File: config.mk
export PLATFORM = sky130hd
export DESIGN_NAME = sample_i2s_tx
export DESIGN_NICKNAME = d
export VERILOG_FILES = /design/src/rtl/sample_i2s_tx.sv
export SDC_FILE = /design/constraint.sdc
export NUM_CORES = 1
export LEC_CHECK = 0
export ABC_AREA = 1
export CAP_MARGIN = 20
export CORE_ASPECT_RATIO = 0.75
export CORE_MARGIN = 5
export CORE_UTILIZATION = 52
export DETAILED_ROUTE_END_ITERATION = 12
export DONT_BUFFER_PORTS = 1
export GPL_TIMING_DRIVEN = 0
export PLACE_DENSITY_LB_ADDON = 0.12
export SLEW_MARGIN = 20
export SYNTH_ARGS = -nofsm -noshare
export SYNTH_HDL_FRONTEND = slang
export SYNTH_SLANG_ARGS = --single-unit
File: constraint.sdc
create_clock -name i_clk48 -period 8.3 [get_ports i_clk48]
set_input_delay 0 -clock i_clk48 [delete_from_list [all_inputs] [get_ports i_clk48]]
set_output_delay 0 -clock i_clk48 [all_outputs]
set_load 0.1 [all_outputs]
File: src/rtl/sample_i2s_tx.sv
// sample_i2s_tx: buffers 16-bit mono samples in a small FIFO and serialises each
// one onto an I2S link, duplicated on left and right, with FIFO backpressure and flags.
module sample_i2s_tx #(
  parameter int CLK_DIV   = 10,
  parameter int SLOT_BITS = 25,
  parameter int DEPTH     = 8,
  parameter int PAUSE_LVL = 6
) (
  input  logic                       i_clk48,
  input  logic                       i_rst48,
  input  logic [15:0]                i_sample,
  input  logic                       i_pulse,
  input  logic                       i_clr_flags,
  output logic                       o_pause,
  output logic [$clog2(DEPTH+1)-1:0] o_fill,
  output logic                       o_underrun,
  output logic                       o_overrun,
  output logic                       o_bclk,
  output logic                       o_lrclk,
  output logic                       o_sdata
);
  localparam int FILL_W = $clog2(DEPTH + 1);
  localparam int PTR_W  = (DEPTH > 1) ? $clog2(DEPTH) : 1;
  localparam int DIV_W  = (CLK_DIV > 1) ? $clog2(CLK_DIV) : 1;
  localparam int BIT_W  = $clog2(SLOT_BITS);

  logic [DIV_W-1:0]  div_q, div_d;
  logic              bclk_q, bclk_d;
  logic              lrclk_q, lrclk_d;
  logic              sdata_q, sdata_d;
  logic [BIT_W-1:0]  bit_idx_q, bit_idx_d;
  logic [15:0]       word_q, word_d;
  logic [PTR_W-1:0]  rd_ptr_q, rd_ptr_d;
  logic [PTR_W-1:0]  wr_ptr_q, wr_ptr_d;
  logic [FILL_W-1:0] count_q, count_d;
  logic              pause_q, pause_d;
  logic              underrun_q, underrun_d;
  logic              overrun_q, overrun_d;
  logic [15:0]       mem_q [DEPTH];
  logic [15:0]       mem_d [DEPTH];

  logic       fall;
  logic       pop;
  logic       pop_ok;
  logic       push_ok;
  logic       empty;
  logic       full;
  logic [3:0] sel;

  always_comb begin
    div_d      = div_q + DIV_W'(1);
    bclk_d     = bclk_q;
    fall       = 1'b0;
    bit_idx_d  = bit_idx_q;
    lrclk_d    = lrclk_q;
    word_d     = word_q;
    sdata_d    = sdata_q;
    pop        = 1'b0;
    rd_ptr_d   = rd_ptr_q;
    wr_ptr_d   = wr_ptr_q;
    count_d    = count_q;
    mem_d      = mem_q;
    sel        = 4'd0;

    if (div_q == DIV_W'(CLK_DIV - 1)) begin
      div_d  = '0;
      bclk_d = ~bclk_q;
      fall   = bclk_q;
    end

    // A slot wrap on the falling edge that enters the left channel starts a new frame.
    if (fall) begin
      if (bit_idx_q == BIT_W'(SLOT_BITS - 1)) begin
        bit_idx_d = '0;
        lrclk_d   = ~lrclk_q;
        pop       = lrclk_q;
      end else begin
        bit_idx_d = bit_idx_q + BIT_W'(1);
      end
    end

    empty   = (count_q == '0);
    full    = (count_q == FILL_W'(DEPTH));
    pop_ok  = pop & ~empty;
    push_ok = i_pulse & (~full | pop_ok);

    if (pop) begin
      word_d = empty ? 16'h0000 : mem_q[rd_ptr_q];
    end
    if (pop_ok) begin
      rd_ptr_d = rd_ptr_q + PTR_W'(1);
    end
    if (push_ok) begin
      mem_d[wr_ptr_q] = i_sample;
      wr_ptr_d        = wr_ptr_q + PTR_W'(1);
    end
    if (push_ok && !pop_ok) begin
      count_d = count_q + FILL_W'(1);
    end else if (!push_ok && pop_ok) begin
      count_d = count_q - FILL_W'(1);
    end

    // Bit 0 is the I2S one-bit delay; bits 1..16 carry the word MSB first, the rest pad with zero.
    if (fall) begin
      sdata_d = 1'b0;
      if (bit_idx_d >= BIT_W'(1) && bit_idx_d <= BIT_W'(16)) begin
        sel     = 4'(BIT_W'(16) - bit_idx_d);
        sdata_d = word_d[sel];
      end
    end

    pause_d    = (count_d >= FILL_W'(PAUSE_LVL));
    underrun_d = (pop & empty) | (underrun_q & ~i_clr_flags);
    overrun_d  = (i_pulse & full & ~pop_ok) | (overrun_q & ~i_clr_flags);
  end

  always_ff @(posedge i_clk48) begin
    if (i_rst48) begin
      div_q      <= '0;
      bclk_q     <= 1'b0;
      lrclk_q    <= 1'b1;
      sdata_q    <= 1'b0;
      bit_idx_q  <= BIT_W'(SLOT_BITS - 1);
      word_q     <= '0;
      rd_ptr_q   <= '0;
      wr_ptr_q   <= '0;
      count_q    <= '0;
      pause_q    <= 1'b0;
      underrun_q <= 1'b0;
      overrun_q  <= 1'b0;
    end else begin
      div_q      <= div_d;
      bclk_q     <= bclk_d;
      lrclk_q    <= lrclk_d;
      sdata_q    <= sdata_d;
      bit_idx_q  <= bit_idx_d;
      word_q     <= word_d;
      rd_ptr_q   <= rd_ptr_d;
      wr_ptr_q   <= wr_ptr_d;
      count_q    <= count_d;
      pause_q    <= pause_d;
      underrun_q <= underrun_d;
      overrun_q  <= overrun_d;
    end
  end

  // Storage needs no reset: pointers and count make stale entries unreachable.
  always_ff @(posedge i_clk48) begin
    mem_q <= mem_d;
  end

  assign o_bclk     = bclk_q;
  assign o_lrclk    = lrclk_q;
  assign o_sdata    = sdata_q;
  assign o_fill     = count_q;
  assign o_pause    = pause_q;
  assign o_underrun = underrun_q;
  assign o_overrun  = overrun_q;

endmodule
== Word level (Yosys, flattened, before mapping) ==
Index checks and enable logic that the tools add are counted.
Operators by class
  multiplexer cells: 18
  bitwise gates (word level): 18
  reduce and logical (&&, ||, !) cells: 9
  magnitude comparators: 7
  add/sub/neg operators: 7
  eq/ne operators: 3
Operators with widths (number)
  128-bit bitwise mux: 1
  16-bit 2-to-1 mux: 5
  16-bit binary-select mux with 3-bit select: 1
  16-bit demux with 3-bit select: 1
  5-bit 2-to-1 mux: 2
  4-bit by 1-bit adder with 4-bit output (second input constant): 2
  4-bit == test (second input constant): 2
  4-bit >= comparator (second input constant): 2
  4-bit 2-to-1 mux: 2
  3-bit NOT with 4-bit output: 2
  1-bit bitwise AND: 7
  3-bit by 1-bit adder with 3-bit output (second input constant): 2
  1-bit NOT: 6
  5-bit by 1-bit adder with 5-bit output (second input constant): 1
  5-bit == test (second input constant): 1
  5-bit by 1-bit >= comparator with 1-bit output (second input constant): 1
  5-bit <= comparator (second input constant): 1
  4-bit by 5-bit less-than comparator with 1-bit output (second input constant): 1
  1-bit 2-to-1 mux: 5
  1-bit binary-select mux with 4-bit select: 1
  4-bit by 3-bit >= comparator with 1-bit output (second input constant): 1
  1-bit logical AND: 4
  4-bit zero test: 1
  4-bit by 1-bit less-than comparator with 1-bit output (second input constant): 1
  other kinds (6): 9
Word-level totals
  output and inout bits: 10
  register bits: 169
  input port bits: 20

== Logic depth before layout (Yosys ltp) ==
Gate-level depths: netlist (run 1).
  depth in word-level cells: 11
  depth in mapped cells: 17
  depth with buffers taken out: 16

== Worst setup path before layout (run 1) ==
OpenSTA, ideal clock, no wires.
  path kind: reg-to-reg
  start point: reg bclk_q (netlist: o_bclk)
  end point: reg mem_q[100] (netlist name) (enable)
  setup slack: 4.957 ns
  data required time: 7.912 ns
  cell stages (with the launch flop): 10
  clock period less this slack: 3.343 ns
  data arrival time: 2.955 ns
  setup time: 0.388 ns
  path through: dfxtp_1 > inv_1 > nor2_8 > nand3_4 > buf_4 > a21oi_4 > inv_1 > nor2_1 > inv_1 > nor2_1
Between the ends
  cells in the longest elaborated chain, start to end: 5
Ends and longest elaborated chain
  from (decl): line 28  | logic bclk_q, bclk_d;
  from (signal assigned): line 133  | bclk_q <= bclk_d;
  1-bit 2-to-1 mux: line 65  | if (div_q == DIV_W'(CLK_DIV - 1)) begin
  1-bit 2-to-1 mux: line 72  | if (fall) begin
  1-bit bitwise AND: line 84  | pop_ok = pop & ~empty;
  1-bit bitwise OR: line 85  | push_ok = i_pulse & (~full | pop_ok);
  1-bit bitwise AND: line 85
  to (signal assigned): line 149  | mem_q <= mem_d;
  to (decl): line 39  | logic [15:0] mem_q [DEPTH];
Every way passes these cells.
A chain may end at the register's enable or synchronous reset.

== Final worst setup path (run 1) ==
  start point: reg bclk_q (netlist: o_bclk)
  end point: reg mem_q[75] (netlist name) (enable)
Same word-level chain as after synthesis.

==> impl_metrics.toml, run 1 <==
[status]
status = "finished clean"

[logic_synthesis]
yosys.cell_count.top_type = "nand2_1"
synth_edf_count = 128
ys_async_sr_fraction_pct = 0
synth_top_cell_by_area = "edfxtp_1"
syn_inst = 803
synth_nets = 833
yosys_warnings = 0
yosysSeqAreaShare_pct = 62.1
syn_area_per_cell_sq_um = 9.36
ys_top_cells_by_count = "nand2_1, edfxtp_1, inv_1"
synth_seq_cells = 169
synth_area_leaders = "edfxtp_1, nand2_1, dfxtp_1"
netlist_area_sq_mm = 0.00751
ys.flop_type = "edfxtp_1"
synth_top_area_share_pct = 51.2
synth_cell_types = 33

[cts]
cts_tree = "yes"
cts_max_path_buffers = 2
cts.clk_slew.worst_paths_ns = 0.06
clkLatencyLatePin_ns = 0.43
post_cts_buffers = 0
cts.sinks = 169
numCtsBuffers = 17
htreeDepth = 4
cts-root-buf = "clkbuf_16"

[critical_path]
startpoint_type = "flip-flop"
path_common_cell = "inv_1"
cp_max_fo = 10
slowest_stage = "dfxtp_1"
cp.arrival_ns = 3.74
crit_required_ns = 8.43
crit_path_cell_trace = "inv_1 > nor2_8 > nand3_4 > buf_4 > a21oi_4 > inv_1 > nor2_1 > inv_1 > nor2_2 > buf_6"
slowest_delay_ns = 1.01
critical_path_class = "flip-flop to flip-flop"
crit_start = "o_bclk"
crit_path_end_kind = "flip-flop"
r2r_start = "o_bclk"

[pwr]
internal_power_w = 0.00139
p_sw_w = 0.000394
power_density_mw_per_mm2 = 207
p_comb_share_pct = 4.4
vdd_drop_max_mv = 0.188
clkPwrFrac_pct = 41.7
swShare_pct = 22.1
seq_power_share_pct = 53.8
power.leakage_nw = 3.65

[finish]
seq_area_sq_mm = 0.00467
utilization_pct = 60.3
diodes = 0
syn2layout_area_growth_pct = 14.8
multi_input_area_sq_mm = 0.00235
nets = 878
finalNonFillerCells = 1061
drive_gt1_share_pct = 10.7
fillers = 1214

[floorplanning]
core_area_sq_mm = 0.0143
start_util_pct = 52.5
dieArea_sq_mm = 0.0170
num_io_pins = 30
rows = 38
die_width_um = 149
floorplan.die.height_um = 114

[timing]
final.setup.tns_ns = 0
setup-violations-final = 0
min_period_ns = 3.60
timing.hold.ws_ns = 0.293
slew_viol_final = 0
min_period_over_period_pct = 43.4
fin_skew_ns = 0.00753
worst_pin_slew_ns = 1.19
slew_headroom_pct = 20.8
finalHoldViolations = 0
rsz0062_at_grt = "no"
clock.fmax_ghz = 0.278
finalWorstSetupSlack_ns = 4.70

[detailed_routing]
vias_per_cell = 5.13
drt-initial-drc-count = 557
first_pass_iters = 5
drt_wl_total_um = 17500
drc = 0
via_count = 5442
top_layer = "met4"
met2_length_um = 8010
wl_met3_um = 1100
met1_length_um = 8100
ant_nets = 0
wl_per_cell_um = 16.5

[global_routing]
grt_usage_pct = 21.9
antenna_found_initial = 0
grt_pass1_vias = 5381
overflow = 0
grt_pass1_wl_um = 28400
grt_max_degree = 17

[placement]
io_buffers = 0
pre_cts_slack_ns = 4.69
place.gp.congestion = 0.842
post-dp-hpwl_um = 11700
dp.cells = 1009

[job]
drv_cap = 0

[worst_hold_path]
min_from = "i_pulse"
hold_class = "input port to flip-flop"
## cell families after synthesis
family | after synthesis | synth area share, %
AO/OA/AOI/OAI | 74 | 5.38
XOR/XNOR | 5 | 0.583
adder cells (fa/ha/maj) | 10 | 1.67
buffers and inverters | 126 | 7.05
flip-flops | 169 | 62.1
AND/OR/NAND/NOR | 419 | 23.2
## stage by stage
step / power [W] / area, sq um
after floorplan: 0.00102 / 7510
final: 0.00178 / 8630
after CTS: 0.00179 / 8620
after detailed placement: 0.00104 / 7870
after global routing: 0.00184 / 8630
after global placement: 0.00104 / 7760
## layer usage
metal	global-route usage [%]	up-vias
met4	6.95	0
met1	30.9	2558
met5	0	-
met2	33.9	168
met3	5.42	28
li1	-	2688
## power groups by stage
stage	Combinational (W)	Sequential [W]	Clock (W)
6_report	0.0000790	0.000961	0.000745
5_1_grt	0.0000895	0.000963	0.000789
4_1_cts	0.0000791	0.000961	0.000749
3_5_place_dp	0.0000639	0.000979	0
3_3_place_gp	0.0000569	0.000979	0
2_1_floorplan	0.0000425	0.000977	0
## layout make-up
cell class,count,area share (%)
multi-input cells,508,27.2
flip-flops and latches,169,54.1
plain buffers,32,2.05
clock inverters,7,0.435
inverters,94,4.09
clock buffers,25,6.02
well taps,200,2.90
repair buffers,26,3.19
## repair_timing
action | CTS | global route
gates resized for setup | 0 | 0
hold endpoints to repair | 143 | 0
hold buffers | 20 | 0
## layout by cell type (no fill, tap or decap), types with 2 or more instances in the layout
cell type      count
nand2_1          285
o21ai_0           32
xor2_1             4
nor2_1            50
buf_4              3
buf_1              2
edfxtp_1         128
o21ai_1            7
clkbuf_1           9
a21oi_1           30
dlygate4sd3_1     20
inv_4              2
nor2_4             3
nand3_1           60
clkbuf_16         19
nand4_1            2
clkbuf_8           2
inv_1             86
dfxtp_1           40
nor2_2             8
clkinv_2           5
nand2_2            4
nand2_4            2
inv_2              7
buf_2             18
buf_6              7
ha_1              10
buf_8              2
nand3_4            2
## worst max-delay path, delay by kind of cell (launching register included)
family	cells	cell delay, ns
and+or+nand+nor	4	1.06
DFF	1	1.01
buffers and inverters	5	0.99
AOI/OAI and AO/OA	1	0.24
## flip-flops by register name, summed over array words and instances (netlist names)
register    flops
o_overrun       1
o_bclk          1
o_sdata         1
o_pause         1
o_fill          4
o_underrun      1
word_q         16
wr_ptr_q        3
rd_ptr_q        3
mem_q         128
o_lrclk         1
bit_idx_q       5
div_q           4
## path summary, 6_finish.rpt
kind	to	slack, ns	cells past startpoint
worst min-delay path	o_overrun	0.29	3
worst max-delay path	mem_q[75]	4.70	10
worst min register to register	div_q[0]	0.47	1
worst max register to register	mem_q[75]	4.70	10
(Power assumes the default switching activity.)
==> run 2: changes to the inputs <==
==> constraint.sdc (replaced) <==
create_clock -name i_clk48 -period 3.2 [get_ports i_clk48]
set_input_delay 0 -clock i_clk48 [delete_from_list [all_inputs] [get_ports i_clk48]]
set_output_delay 0 -clock i_clk48 [all_outputs]
set_load 0.1 [all_outputs]
==> run 2 against run 1 <==
Fmax grew 24%. Core utilization grew 0.46 points. Power grew to 2.6 times the previous value. Critical endpoint is now mem_q[67]. First-iteration DRC count shrank 10%. Non-clock buffer count grew 3. Largest cell class unchanged. Hold slack lost 0.27 ns. Via count grew 1.6%. Cell area grew 0.77%. Critical path depth grew 1. Clock skew is essentially flat. Highest routed layer unchanged. Die area is the same. Register-to-register slack lost 4.4 ns.
==> impl_metrics.toml, run 2 (same netlist as run 1, synthesis figures left out) <==
[finish]
fin_area_sq_mm = 0.00869
top_register = "mem_q"
reg_top3 = "mem_q (128), word_q (16), bit_idx_q (5)"
finalNonFillerCells = 1064
final_common_cell = "nand2_1"
layout_common_cells = "nand2_1, edfxtp_1, inv_1, nand3_1, nor2_1"
syn2layout_area_growth_pct = 15.7
fillers = 1162
largest_reg_flops = 128
drive_gt1_share_pct = 11.8
seq_area_sq_mm = 0.00467
utilization_pct = 60.7
multi_input_area_sq_mm = 0.00234
diodes = 0
nets = 881

[critical_path]
cp.arrival_ns = 3.05
path_common_cell = "inv_1"
slowest_stage = "dfxtp_2"
crit_required_ns = 3.34
r2r_start = "o_fill[1]"
startpoint_type = "flip-flop"
critical_path_class = "flip-flop to flip-flop"
cp_max_fo = 6
crit_path_end_kind = "flip-flop"
cp_top_family = "buffers and inverters"
rrSetupSlack_ns = 0.29
ff2ff_path_depth = 11
slowest_delay_ns = 0.71
r2r_end = "mem_q[67]"
path_buf_inv = 5
crit_path_cell_trace = "inv_1 > ha_1 > nand2_1 > nor2_1 > a21oi_4 > inv_1 > nor2_1 > inv_1 > nor2_2 > buf_6 > buf_6"

[global_routing]
grt_pass1_vias = 5490
grt_pass1_wl_um = 28800
grt_usage_pct = 22.2
overflow = 0
grt_max_degree = 18
antenna_found_initial = 0

[floorplanning]
start_util_pct = 52.5
core_area_sq_mm = 0.0143
floorplan.die.height_um = 114
rows = 38
die_width_um = 149
num_io_pins = 30
dieArea_sq_mm = 0.0170

[placement]
place_area_sq_mm = 0.00790
place.gp.congestion = 0.853
dp.cells = 1012
io_buffers = 0
post-dp-hpwl_um = 12100

[timing]
clock.fmax_ghz = 0.344
finalHoldViolations = 0
worst_pin_slew_ns = 1.07
timing.hold.ws_ns = 0.0233
setup-violations-final = 0
rsz0062_at_grt = "no"
min_period_over_period_pct = 90.8
slew_headroom_pct = 28.8
final.setup.tns_ns = 0
slew_viol_final = 0
fin_skew_ns = 0.00776
min_period_ns = 2.91

[pwr]
power_density_mw_per_mm2 = 543
vdd_drop_max_mv = 0.585
power.leakage_nw = 3.66

[cts]
numCtsBuffers = 17
cts_max_path_buffers = 2
cts.sinks = 169
htreeDepth = 4
cts-root-buf = "clkbuf_16"
cts_tree = "yes"
post_cts_buffers = 0
clkLatencyLatePin_ns = 0.43
cts.clk_slew.worst_paths_ns = 0.07

[detailed_routing]
first_pass_iters = 7
drc = 0
ant_nets = 0
via_count = 5528
drt-initial-drc-count = 501
wl_per_cell_um = 16.8
vias_per_cell = 5.20
drt_wl_total_um = 17900

[worst_hold_path]
whs_path_depth = 2
min_from = "i_rst48"
hold_class = "input port to flip-flop"
worstHoldEndpoint = "o_fill[2]"

[status]
status = "finished clean"

[job]
drv_cap = 0
-- run 2: worst max-delay path by stage --
stage	startpoint	end	cells after the start
after floorplan	o_fill[0]	mem_q[100]	9
after global routing	o_fill[1]	mem_q[75]	11
final	o_fill[1]	mem_q[67]	11
after global placement	o_fill[0]	mem_q[73]	9
after detailed placement	o_fill[1]	mem_q[8]	10
after CTS	o_bclk	mem_q[75]	11
-- run 2: worst reg2reg max path: cells and delay by family (launching register included) --
kind	cells	cell delay (ns)
buf+inv	5	0.78
compound gates	1	0.26
fa+ha+maj	1	0.24
simple gates	4	0.64
flops	1	0.71
-- run 2: layout make-up --
cell class / count / share of cell area, %
Buffer: 32 / 2.03
Clock buffer: 17 / 4.89
Clock inverter: 15 / 1.77
Inverter: 94 / 4.06
Multi-Input combinational cell: 508 / 27.0
Sequential cell: 169 / 53.8
Tap cell: 200 / 2.88
Timing Repair Buffer: 29 / 3.64
-- run 2: where the power goes --
group | internal [W] | switching (W) | total (W)
logic | 0.0000686 | 0.000139 | 0.000208
registers | 0.00241 | 0.0000752 | 0.00249
clock network | 0.00110 | 0.000923 | 0.00203
total | 0.00359 | 0.00114 | 0.00472
-- run 2: per-layer routing --
metal,GRT usage (%),part of all wire [%],vias to the layer above
li1,-,-,2705
met1,30.9,45,2626
met2,35.9,48,179
met3,4.71,6.3,18
met4,6.34,1.2,0
met5,0,0,-
-- run 2: what timing repair did --
action,4_1_cts,5_1_grt
setup endpoints to repair,55,39
gates cloned,0,0
resized for setup,3,2
endpoints found under the hold margin,141,0
hold buffers,20,0
-- run 2: per-stage QoR --
step | total power [W] | setup slack (ns)
2_1_floorplan | 0.00264 | 0.0932
5_1_grt | 0.00488 | 0.0651
3_5_place_dp | 0.00271 | -0.231
6_report | 0.00472 | 0.295
3_3_place_gp | 0.00269 | -0.795
4_1_cts | 0.00474 | 0.0257
==> run 3: changes to the inputs <==
--- a/config.mk
+++ b/config.mk
@@ -14,6 +14,7 @@
 export DONT_BUFFER_PORTS = 1
 export GPL_TIMING_DRIVEN = 0
 export PLACE_DENSITY_LB_ADDON = 0.12
+export RECOVER_POWER = 100
 export SLEW_MARGIN = 20
 export SYNTH_ARGS = -nofsm -noshare
 export SYNTH_HDL_FRONTEND = slang
==> run 3 against run 2 <==
Combinational power fell by 3%. Via count fell by 0.38%. Fmax fell by 0.76%. Core utilization fell by 0.49 points. Wire length rose by 0.42%. Clock power barely moved. Sequential cell count did not move. Register-to-register slack got worse by 0.02 ns. Power barely moved. Sequential power barely moved. Cell area fell by 0.81%. Critical path type unchanged. Highest routed layer unchanged.
==> impl_metrics.toml, run 3 (same netlist as run 1, synthesis figures left out) <==
[global_routing]
grt_pass1_vias = 5490
antenna_found_initial = 0
grt_usage_pct = 22.2
grt_max_degree = 18
overflow = 0
grt_pass1_wl_um = 28800

[pwr]
power.leakage_nw = 3.64
vdd_drop_max_mv = 0.584
power_density_mw_per_mm2 = 548

[timing]
slew_viol_final = 0
clock.fmax_ghz = 0.342
fin_skew_ns = 0.0107
min_period_over_period_pct = 91.5
slew_headroom_pct = 28.9
finalWorstSetupSlack_ns = 0.273
finalHoldViolations = 0
worst_pin_slew_ns = 1.07
setup-violations-final = 0
timing.hold.ws_ns = 0.0232
min_period_ns = 2.93
final.setup.tns_ns = 0
rsz0062_at_grt = "no"

[floorplanning]
core_area_sq_mm = 0.0143
floorplan.die.height_um = 114
start_util_pct = 52.5
rows = 38
dieArea_sq_mm = 0.0170
num_io_pins = 30
die_width_um = 149

[cts]
numCtsBuffers = 17
post_cts_buffers = 0
cts.clk_slew.worst_paths_ns = 0.07
htreeDepth = 4
cts-root-buf = "clkbuf_16"
cts.sinks = 169
cts_max_path_buffers = 2
cts_tree = "yes"
clkLatencyLatePin_ns = 0.43

[critical_path]
cp_max_fo = 6
cp.arrival_ns = 3.06
slowest_delay_ns = 0.70
critical_path_class = "flip-flop to flip-flop"
slowest_stage = "dfxtp_2"
startpoint_type = "flip-flop"
crit_path_cell_trace = "inv_1 > ha_1 > nand2_1 > nor2_1 > a21oi_4 > inv_1 > nor2_1 > inv_1 > nor2_2 > buf_6 > clkbuf_4"
path_common_cell = "inv_1"
crit_path_end_kind = "flip-flop"
crit_required_ns = 3.33
rrSetupSlack_ns = 0.27

[detailed_routing]
drc = 0
first_pass_iters = 5
ant_nets = 0
via_count = 5507
drt-initial-drc-count = 458
wl_per_cell_um = 16.9
drt_wl_total_um = 17900
vias_per_cell = 5.18

[finish]
reg_top3 = "mem_q (128), word_q (16), bit_idx_q (5)"
top_register = "mem_q"
diodes = 0
syn2layout_area_growth_pct = 14.8
largest_reg_flops = 128
fillers = 1177
layout_common_cells = "nand2_1, edfxtp_1, inv_1, nand3_1, nor2_1"
final_common_cell = "nand2_1"
drive_gt1_share_pct = 10.4
multi_input_area_sq_mm = 0.00229
nets = 881
utilization_pct = 60.2
seq_area_sq_mm = 0.00467

[status]
status = "finished clean"

[placement]
io_buffers = 0
post-dp-hpwl_um = 12100
place.gp.congestion = 0.853
pre_cts_slack_ns = -0.231

[job]
drv_cap = 0

[worst_hold_path]
hold_class = "input port to flip-flop"
-- run 3: changes by cell type in the layout (fill, tap and decap cells not counted), sizes merged --
cell    before  now
buf         35   31
clkbuf      23   27
-- run 3: where the power goes --
group | total [W] | switching [W] | internal [W]
Sequential | 0.00249 | 0.0000743 | 0.00241
Combinational | 0.000202 | 0.000136 | 0.0000665
Clock | 0.00203 | 0.000929 | 0.00110
-- run 3: timing repair --
| action | 4_1_cts | 5_1_grt |
|---|---|---|
| endpoints found under the hold margin | 141 | 0 |
| gates resized for setup | 3 | 2 |
| setup endpoints to repair | 55 | 39 |
| hold buffers | 20 | 0 |
-- run 3: path summary, 6_finish.rpt --
kind	startpoint	endpoint	cells past startpoint
hold / removal	i_rst48	o_fill[2]	2
hold reg to reg	word_q[11]	word_q[11]	2
setup / recovery	o_fill[1]	mem_q[75]	11
setup reg to reg	o_fill[1]	mem_q[75]	11
-- run 3: metrics by stage --
step / instance area [sq um] / cells / total power, W
global route: 8620 / 1064 / 0.00488
global placement: 7760 / 1003 / 0.00269
detailed placement: 7900 / 1012 / 0.00271
finish: 8620 / 1064 / 0.00472
floorplan: 7510 / 803 / 0.00264
CTS: 8690 / 1064 / 0.00474
-- run 3: critical path, delay by kind of cell (launching register included) --
family,cells,cell delay (ns)
flops,1,0.70
fa+ha+maj,1,0.24
buf+inv,5,0.82
simple gates,4,0.63
compound gates,1,0.23
-- run 3: routing by layer --
layer / part of all wire [%] / global-route usage [%] / vias to the layer above
met5: 0 / 0 / -
met4: 1.1 / 6.34 / 0
met3: 5.4 / 4.71 / 17
met2: 48 / 35.9 / 171
met1: 46 / 30.9 / 2615
li1: - / - / 2704
-- run 3: final cells by class --
type                    instances  share of cell area [%]
well taps                     200                    2.90
repair buffers                 29                    3.48
clock inverters                15                    1.78
clock buffers                  17                    4.93
flip-flops and latches        169                    54.2
multi-input cells             508                    26.6
plain buffers                  32                    2.03
inverters                      94                    4.09
